==> config.mk <==
export PLATFORM = sky130hd
export DESIGN_NAME = uart_tx_arbiter
export DESIGN_NICKNAME = d
export VERILOG_FILES = /design/src/rtl/uart_tx_arbiter.sv
export SDC_FILE = /design/constraint.sdc
export NUM_CORES = 1
export LEC_CHECK = 0
export ABC_AREA = 1
export CAP_MARGIN = 10
export CORE_MARGIN = 1.5
export CORE_UTILIZATION = 30
export CTS_BUF_LIST = sky130_fd_sc_hd__clkbuf_16
export CTS_CLUSTER_SIZE = 20
export DETAILED_ROUTE_END_ITERATION = 10
export MAX_ROUTING_LAYER = met4
export PLACE_DENSITY = 0.56
export RECOVER_POWER = 100
export SYNTH_ARGS = -nofsm -noshare
export SYNTH_HDL_FRONTEND = slang
export SYNTH_SLANG_ARGS = --single-unit
==> constraint.sdc <==
create_clock -name clk -period 1.6 [get_ports clk]
set_input_delay 0.24 -clock clk [delete_from_list [all_inputs] [get_ports clk]]
set_output_delay 0.24 -clock clk [all_outputs]
set_load 0.02 [all_outputs]
==> src/rtl/uart_tx_arbiter.sv <==
// uart_tx_arbiter
// Round-robin, packet-granular arbiter sharing one UART TX byte port among
// NREQ byte-stream producers. The owner of the channel streams straight
// through with no buffering. An idle timeout reclaims the channel from an
// owner that stops presenting bytes mid-packet.

// One requester's slice of the TX path: qualifies valid/ready with the
// lane select and zeroes data when nothing is offered.
module uart_tx_arbiter_lane #(
    parameter int DATA_W = 8
) (
    input  logic              sel,
    input  logic              req_valid,
    input  logic [DATA_W-1:0] req_data,
    input  logic              tx_ready,
    output logic              req_ready,
    output logic              lane_valid,
    output logic [DATA_W-1:0] lane_data
);

    // Pass-through when selected; zero otherwise so lanes can be OR-merged.
    always_comb begin
        req_ready  = sel & tx_ready;
        lane_valid = sel & req_valid;
        lane_data  = lane_valid ? req_data : '0;
    end

endmodule

module uart_tx_arbiter #(
    parameter int NREQ    = 4,
    parameter int DATA_W  = 8,
    parameter int TIMEOUT = 255
) (
    input  logic                     clk,
    input  logic                     nReset,
    input  logic [NREQ-1:0]          req_valid,
    input  logic [NREQ*DATA_W-1:0]   req_data,
    input  logic [NREQ-1:0]          req_last,
    output logic [NREQ-1:0]          req_ready,
    output logic                     tx_valid,
    output logic [DATA_W-1:0]        tx_data,
    input  logic                     tx_ready,
    output logic [$clog2(NREQ)-1:0]  grant_id,
    output logic                     busy,
    output logic                     timeout_pulse
);

    localparam int GID_W = $clog2(NREQ);
    localparam int CNT_W = $clog2(TIMEOUT + 1);

    typedef enum logic {
        IDLE = 1'b0,
        LOCK = 1'b1
    } state_t;

    state_t                       state;
    logic [GID_W-1:0]             last_ptr;
    logic [CNT_W-1:0]             idle_cnt;

    logic                         arb_found;
    logic [GID_W-1:0]             arb_idx;
    logic [GID_W-1:0]             cand;

    logic [NREQ-1:0]              lane_sel;
    logic [NREQ-1:0]              lane_valid;
    logic [NREQ-1:0][DATA_W-1:0]  lane_data;

    logic                         own_valid;
    logic                         own_last;

    assign own_valid = req_valid[grant_id];
    assign own_last  = req_last[grant_id];

    // Round-robin pick: first asserted request after the last owner, wrapping.
    always_comb begin
        arb_found = 1'b0;
        arb_idx   = '0;
        cand      = '0;
        for (int k = 1; k <= NREQ; k++) begin
            cand = GID_W'((int'(last_ptr) + k) % NREQ);
            if (!arb_found && req_valid[cand]) begin
                arb_found = 1'b1;
                arb_idx   = cand;
            end
        end
    end

    // Per-requester pass-through slices; only the owner's slice is live in LOCK.
    for (genvar i = 0; i < NREQ; i++) begin : g_lane
        assign lane_sel[i] = (state == LOCK) && (grant_id == GID_W'(i));

        uart_tx_arbiter_lane #(
            .DATA_W (DATA_W)
        ) u_lane (
            .sel        (lane_sel[i]),
            .req_valid  (req_valid[i]),
            .req_data   (req_data[i*DATA_W +: DATA_W]),
            .tx_ready   (tx_ready),
            .req_ready  (req_ready[i]),
            .lane_valid (lane_valid[i]),
            .lane_data  (lane_data[i])
        );
    end

    // Merge lanes: at most one is non-zero, so OR is a mux.
    always_comb begin
        tx_valid = |lane_valid;
        tx_data  = '0;
        for (int j = 0; j < NREQ; j++) begin
            tx_data = tx_data | lane_data[j];
        end
    end

    // Ownership FSM: one arbitration cycle in IDLE, hold LOCK until the
    // owner's last byte is accepted or it stays silent for TIMEOUT cycles.
    always_ff @(posedge clk or negedge nReset) begin
        if (!nReset) begin
            state         <= IDLE;
            last_ptr      <= GID_W'(NREQ - 1);
            grant_id      <= '0;
            idle_cnt      <= '0;
            busy          <= 1'b0;
            timeout_pulse <= 1'b0;
        end else begin
            timeout_pulse <= 1'b0;
            case (state)
                IDLE: begin
                    if (arb_found) begin
                        grant_id <= arb_idx;
                        idle_cnt <= '0;
                        busy     <= 1'b1;
                        state    <= LOCK;
                    end
                end
                LOCK: begin
                    if (own_valid) begin
                        // A byte on offer, even under back-pressure, is activity.
                        idle_cnt <= '0;
                        if (tx_ready && own_last) begin
                            last_ptr <= grant_id;
                            busy     <= 1'b0;
                            state    <= IDLE;
                        end
                    end else if (idle_cnt == CNT_W'(TIMEOUT - 1)) begin
                        last_ptr      <= grant_id;
                        idle_cnt      <= '0;
                        busy          <= 1'b0;
                        timeout_pulse <= 1'b1;
                        state         <= IDLE;
                    end else begin
                        idle_cnt <= idle_cnt + CNT_W'(1);
                    end
                end
                default: begin
                    state <= IDLE;
                    busy  <= 1'b0;
                end
            endcase
        end
    end

endmodule

==> results of run 1 <==
[cells by family after synthesis]
family,Yosys count,synth area share (%)
xor gates and xnor gates,6,3.62
AOI/OAI and AO/OA,21,9.39
and+or+nand+nor,139,47.3
buffers and inverters,37,12.0
adders and majority gates,2,1.72
DFF,15,26.0
[synth_stat cells (4+ instances only)]
cell / n
inv_2: 7
nor2_1: 11
nand4_1: 8
a22oi_1: 10
buf_4: 6
dfrtp_1: 13
nand2_2: 9
o21ai_0: 5
inv_1: 21
nand2_4: 4
nand3_1: 23
nand2_1: 74
xor2_1: 5
[worst max path at each step]
stage / start / to / slack (ns) / depth (start not counted)
after global routing: grant_id[1] / tx_data[7] / -0.17 / 8
final: grant_id[1] / req_ready[3] / -0.11 / 7
after detailed placement: req_valid[1] / tx_data[5] / -0.61 / 8
after CTS: grant_id[0] / tx_valid / -0.17 / 8
after floorplan: grant_id[1] / tx_data[2] / -0.006 / 8
after global placement: req_valid[1] / tx_data[5] / -0.58 / 8
[metal layers]
metal | routed length, um | track usage [%] | up-vias
met2 | 2160 | 32.8 | 74
met3 | 367 | 3.04 | 11
met1 | 2140 | 24.6 | 819
li1 | - | - | 914
met4 | 65 | 4.40 | 0
met5 | 0 | - | -
[repair_timing]
| action | in CTS | in global routing |
|---|---|---|
| setup endpoints to repair | 27 | 26 |
| buffers inserted | 10 | 1 |
| pin swaps | 28 | 8 |
| resized for setup | 110 | 31 |
[area by class of cell]
cell class,count,area share (%)
inverter,29,4.83
multi-input combinational,168,41.1
tap,54,2.48
clock inverter,1,0.138
timing repair buffer,105,34.7
sequential,15,14.0
clock buffer,3,2.76
[flip-flops by register name, indices dropped and copies added, names as in the netlist]
register	count
idle_cnt	8
timeout_pulse	1
grant_id	2
busy	1
last_ptr	2
state	1
[cells in the final DEF (no fill, tap or decap), types with 3 or more instances in the layout]
master,netlist,routed
nand3_1,23,14
inv_1,21,17
o21ai_0,5,3
a22oi_2,0,8
inv_2,7,8
nand3_2,2,10
clkdlybuf4s50_1,0,42
nor2_1,11,7
dfrtp_1,13,11
o21ai_1,2,3
buf_4,6,44
buf_6,1,11
clkbuf_16,0,3
clkinv_4,0,3
nor2_4,0,4
nand2_4,4,12
nand4_1,8,8
nand2_2,9,15
xor2_1,5,5
nand2_1,74,60
[tightest hold or removal path: stages, from the launching register on]
cell and delay (ns):
dfrtp_1 0.38, nand2_1 0.07, nand2_1 0.05
[report_power, final]
group | switching [mW] | internal, mW
clock network | 0.150 | 0.331
registers | 0.163 | 0.505
logic | 1.79 | 1.58
==> metrics.txt, run 1 <==
Leakage 1.35 nW; Reg area 380 sq um; cell taking the most area after synthesis dfrtp_1; Inst Count DP 361; cell repeated most along the worst path buf_4; CTS tree built; final hold violations 0; Netlist cell types 31; hold path startpoint idle_cnt[4]; Mapped Cells 220; Place WS -0.609 ns; layout cells sized above 1 42.1%; dpl hpwl 3520 um; min Tclk post-route 1.71 ns; setup ws final -0.113 ns; GRT Total Usage 19.5%; Worst EP required 1.36 ns; Avg Cell Area, Syn 6.60 sq um; Final setup viols 15; Ys Warns 0; MaxCap Viol Count 0; status finished with violations; Core ar. 0.00469 sq mm; Layout area overhead 87.4%; die area 0.00527 sq mm; Critical Path AT 1.47 ns; critical path fanouts, max 6; # port buffers 59; violated checks negative setup slack; post-route DRC violation count 0; crit end category output port; Cell Count, Final, Fillers Out 375; FF+latch count, synth 15; Peak Freq 584 MHz; Synth async-reset ratio 100%; Crit-path slowest cell dfrtp_2; Tcrit/Tclk final 107%; Post-Syn Nets 265; number of diodes 0; largest net degree at the start of global routing 16; antenna viol nets, final 0; number of flops mapped to enable cells by yosys 0; Hold EP idle_cnt[4]; # hold bufs at CTS 0; Chip Height 72.6 um; crit-path max cell delay 0.45 ns; Worst R2R Setup Slack -0.04 ns; Synth Cell Area 0.00145 sq mm; drt wl/cell 12.6 um; vias in the first global route 1698; instance area after placement 0.00234 sq mm; design area 0.00272 sq mm; Multi-input gate area 0.00112 sq mm; post-layout util 58.0%; FF-to-FF Start last_ptr[0]; clk buf depth 2; Worst setup SP type flop; crit-path leading delay family buffers and inverters; root buf cell clkbuf_16; CTS Sinks 15; routed via count 1818; global-route wire length before repair 7880 um; Max Slew Vio Count 0; Fin Setup TNS -1.08 ns; R2R Path End grant_id[1]; peak supply drop 1.26 mV; via/cell ratio 4.85; I/O pin total 60; Iteration-0 DRC Markers 35; gr ovfl total 0; max_slew headroom 46.9%; Max Clock Skew 0.00265 ns; Worst Path Buf+Inv 5; H-tree levels 1; Final nets 367; unrepaired setup endpoints after global routing true; Power per Cell Area 1660 mW/mm^2; worst reg-to-reg path cell count 11; crit path kind reg2out; cells along the critical path nand2_2 > buf_4 > buf_4 > buf_4 > buf_4 > nor2_4 > buf_6; hold-critical path depth 2; TritonCTS Buffers 3; cell row count 25; Synth top area share 22.4%; drt total wl 4730 um; TritonRoute pass-1 iters 4; Synth area leaders dfrtp_1 22%, nand2_1 19%, nand3_1 7.9%; Synth Flop Type dfrtp_1; worst hold margin 0.521 ns; Starting Density 31.0%; CTS clock-pin slew for the worst setup and hold paths 0.05 ns; register area share after synthesis 26.0%; Least-Margin Pin Slew 0.796 ns; # fillers 443; Hold Crit Class reg2reg; initial antenna violation count 0; RePlAce Congestion 0.782; clk_lat worst skew 0.25 ns; Pwr Total 4.53 mW; overall die width 72.6 um
No activity file was read; power rests on OpenSTA's default activity.
==> run 2, diff against run 1 <==
--- a/config.mk
+++ b/config.mk
@@ -14,7 +14,7 @@
 export DETAILED_ROUTE_END_ITERATION = 10
 export MAX_ROUTING_LAYER = met4
 export PLACE_DENSITY = 0.56
-export RECOVER_POWER = 100
+export RECOVER_POWER = 25
 export SYNTH_ARGS = -nofsm -noshare
 export SYNTH_HDL_FRONTEND = slang
 export SYNTH_SLANG_ARGS = --single-unit
==> run 2 against run 1 <==
  * The flow still finishes with violations (negative setup slack)
  * Global-route usage is the same
  * Worst setup slack hardly changed
  * First-iteration DRC count is the same
  * Hold slack stayed put
  * Highest routed layer unchanged
==> metrics.txt, run 2 (synthesis gave the netlist of run 1 again) <==
status finished with violations (unchanged); violated checks negative setup slack (unchanged); routed via count 1808 (was 1818); Max Clock Skew 0.00261 ns (was 0.00265 ns); switching power 2.11 mW (about the same); Reg with most FFs idle_cnt (unchanged); Layout area overhead 87.4% (unchanged); TritonCTS Buffers 3 (unchanged); Sw Share 46.5% (was 46.6%); Hold Crit Class reg2reg (unchanged); clk buf depth 2 (unchanged); global-route wire length before repair 7880 um (unchanged); post-route DRC violation count 0 (unchanged); unrepaired setup endpoints after global routing true (unchanged); Final setup viols 15 (unchanged); Flop pwr share 14.8% (about the same); Worst R2R Setup Slack -0.04 ns (about the same); via/cell ratio 4.82 (was 4.85); vias in the first global route 1698 (unchanged); Inst Count DP 361 (unchanged); largest net degree at the start of global routing 16 (unchanged); Clk network pwr share 10.6% (about the same); Tcrit/Tclk final 107% (about the same); Max Slew Vio Count 0 (unchanged); Iteration-0 DRC Markers 35 (unchanged); TritonRoute pass-1 iters 4 (unchanged); peak supply drop 1.26 mV (about the same); root buf cell clkbuf_16 (unchanged); RePlAce Congestion 0.782 (unchanged); commonest non-fill, non-tap cell in the layout nand2_1 (unchanged); die area 0.00527 sq mm (unchanged); biggest regs idle_cnt (8), grant_id (2), last_ptr (2) (unchanged); worst hold margin 0.521 ns (unchanged); Peak Freq 584 MHz (about the same); Critical Path AT 1.47 ns (about the same); Internal 2.42 mW (about the same); antenna viol nets, final 0 (unchanged); drt wl/cell 12.6 um (about the same); Final nets 367 (unchanged); # port buffers 59 (unchanged); MaxCap Viol Count 0 (unchanged); I/O pin total 60 (unchanged); post-layout util 58.0% (unchanged); final hold violations 0 (unchanged); Cell Count, Final, Fillers Out 375 (unchanged); dpl hpwl 3520 um (unchanged); layout cells sized above 1 42.1% (unchanged); clk_lat worst skew 0.25 ns (about the same); number of diodes 0 (unchanged); crit path kind reg2out (unchanged); # hold bufs at CTS 0 (unchanged); drt total wl 4730 um (about the same); logic gate share of total power 74.6% (about the same); critical path fanouts, max 6 (unchanged); CTS tree built (unchanged); Least-Margin Pin Slew 0.796 ns (about the same); GRT Total Usage 19.5% (unchanged); max_slew headroom 46.9% (about the same); min Tclk post-route 1.71 ns (about the same); cell row count 25 (unchanged); # fillers 443 (unchanged); CTS clock-pin slew for the worst setup and hold paths 0.05 ns (about the same); gr ovfl total 0 (unchanged); Pwr Total 4.53 mW (about the same); Power per Cell Area 1660 mW/mm^2 (about the same); Chip Height 72.6 um (unchanged); Leakage 1.34 nW (was 1.35 nW); CTS Sinks 15 (unchanged); overall die width 72.6 um (unchanged); initial antenna violation count 0 (unchanged); Core ar. 0.00469 sq mm (unchanged); Starting Density 31.0% (unchanged); Worst EP required 1.36 ns (about the same); H-tree levels 1 (unchanged); Fin Setup TNS -1.05 ns (was -1.08 ns); Largest register FFs 8 (unchanged); most frequent cells in the layout 60 x nand2_1, 44 x buf_4, 43 x clkdlybuf4s50_1 (was 60 x nand2_1, 44 x buf_4, 42 x clkdlybuf4s50_1); crit end category output port (unchanged); Worst setup SP type flop (unchanged); setup ws final -0.113 ns (about the same)
## run 2: area by class of cell
class	count	area, sq um	share of cell area (%)
Inverter	29	131	4.83
Clock inverter	1	3.75	0.138
Clock buffer	3	75.1	2.76
Multi-Input combinational cell	168	1120	41.1
Timing Repair Buffer	105	946	34.7
Sequential cell	15	380	14.0
Tap cell	54	67.6	2.48
## run 2: through the flow
step	instance area (sq um)	setup WS (ns)
detailed placement	2340	-0.609
floorplan	1460	-0.00632
global route	2720	-0.173
global placement	2340	-0.579
finish	2720	-0.113
CTS	2620	-0.168
## run 2: worst paths after layout
kind | startpoint | end | cells after the start
hold reg to reg | idle_cnt[4] | idle_cnt[4] | 2
setup reg to reg | last_ptr[0] | grant_id[1] | 11
min in group asynchronous | nReset | busy | 2
setup / recovery | grant_id[1] | req_ready[3] | 7
max in group asynchronous | nReset | grant_id[0] | 2
hold / removal | idle_cnt[4] | idle_cnt[4] | 2
## run 2: power groups by stage
| stage | combinational [mW] | sequential (mW) | clock [mW] |
|---|---|---|---|
| after detailed placement | 2.74 | 0.669 | 0 |
| after global placement | 2.71 | 0.674 | 0 |
| after global routing | 3.66 | 0.683 | 0.508 |
| after floorplan | 1.62 | 0.619 | 0 |
| after CTS | 3.22 | 0.660 | 0.489 |
| final | 3.38 | 0.668 | 0.481 |
## run 2: worst max-delay path, stage by stage, from the launching register on
cell     delay, ns
dfrtp_2       0.45
nand2_2       0.09
buf_4         0.13
buf_4         0.11
buf_4         0.11
buf_4         0.13
nor2_4        0.07
buf_6         0.12
## run 2: what timing repair did
item                                    CTS  global route
pin swaps                                28             8
endpoints found under the setup margin   27            26
setup buffers                            10             1
gates resized for setup                 110            31
## run 2: metal layers
| metal | routed length, um | part of all wire, % | track usage (%) | vias to the layer above |
|---|---|---|---|---|
| met2 | 2190 | 46 | 32.8 | 71 |
| li1 | - | - | - | 915 |
| met5 | 0 | 0 | - | - |
| met3 | 396 | 8.4 | 3.04 | 5 |
| met1 | 2110 | 44 | 24.6 | 817 |
| met4 | 42 | 0.89 | 4.40 | 0 |
==> run 3, diff against run 2 <==
--- a/config.mk
+++ b/config.mk
@@ -12,6 +12,7 @@
 export CTS_BUF_LIST = sky130_fd_sc_hd__clkbuf_16
 export CTS_CLUSTER_SIZE = 20
 export DETAILED_ROUTE_END_ITERATION = 10
+export HOLD_SLACK_MARGIN = 0.02
 export MAX_ROUTING_LAYER = met4
 export PLACE_DENSITY = 0.56
 export RECOVER_POWER = 25
==> results of run 3 <==
Final layout, timing and power as in run 2 (identical DEF).
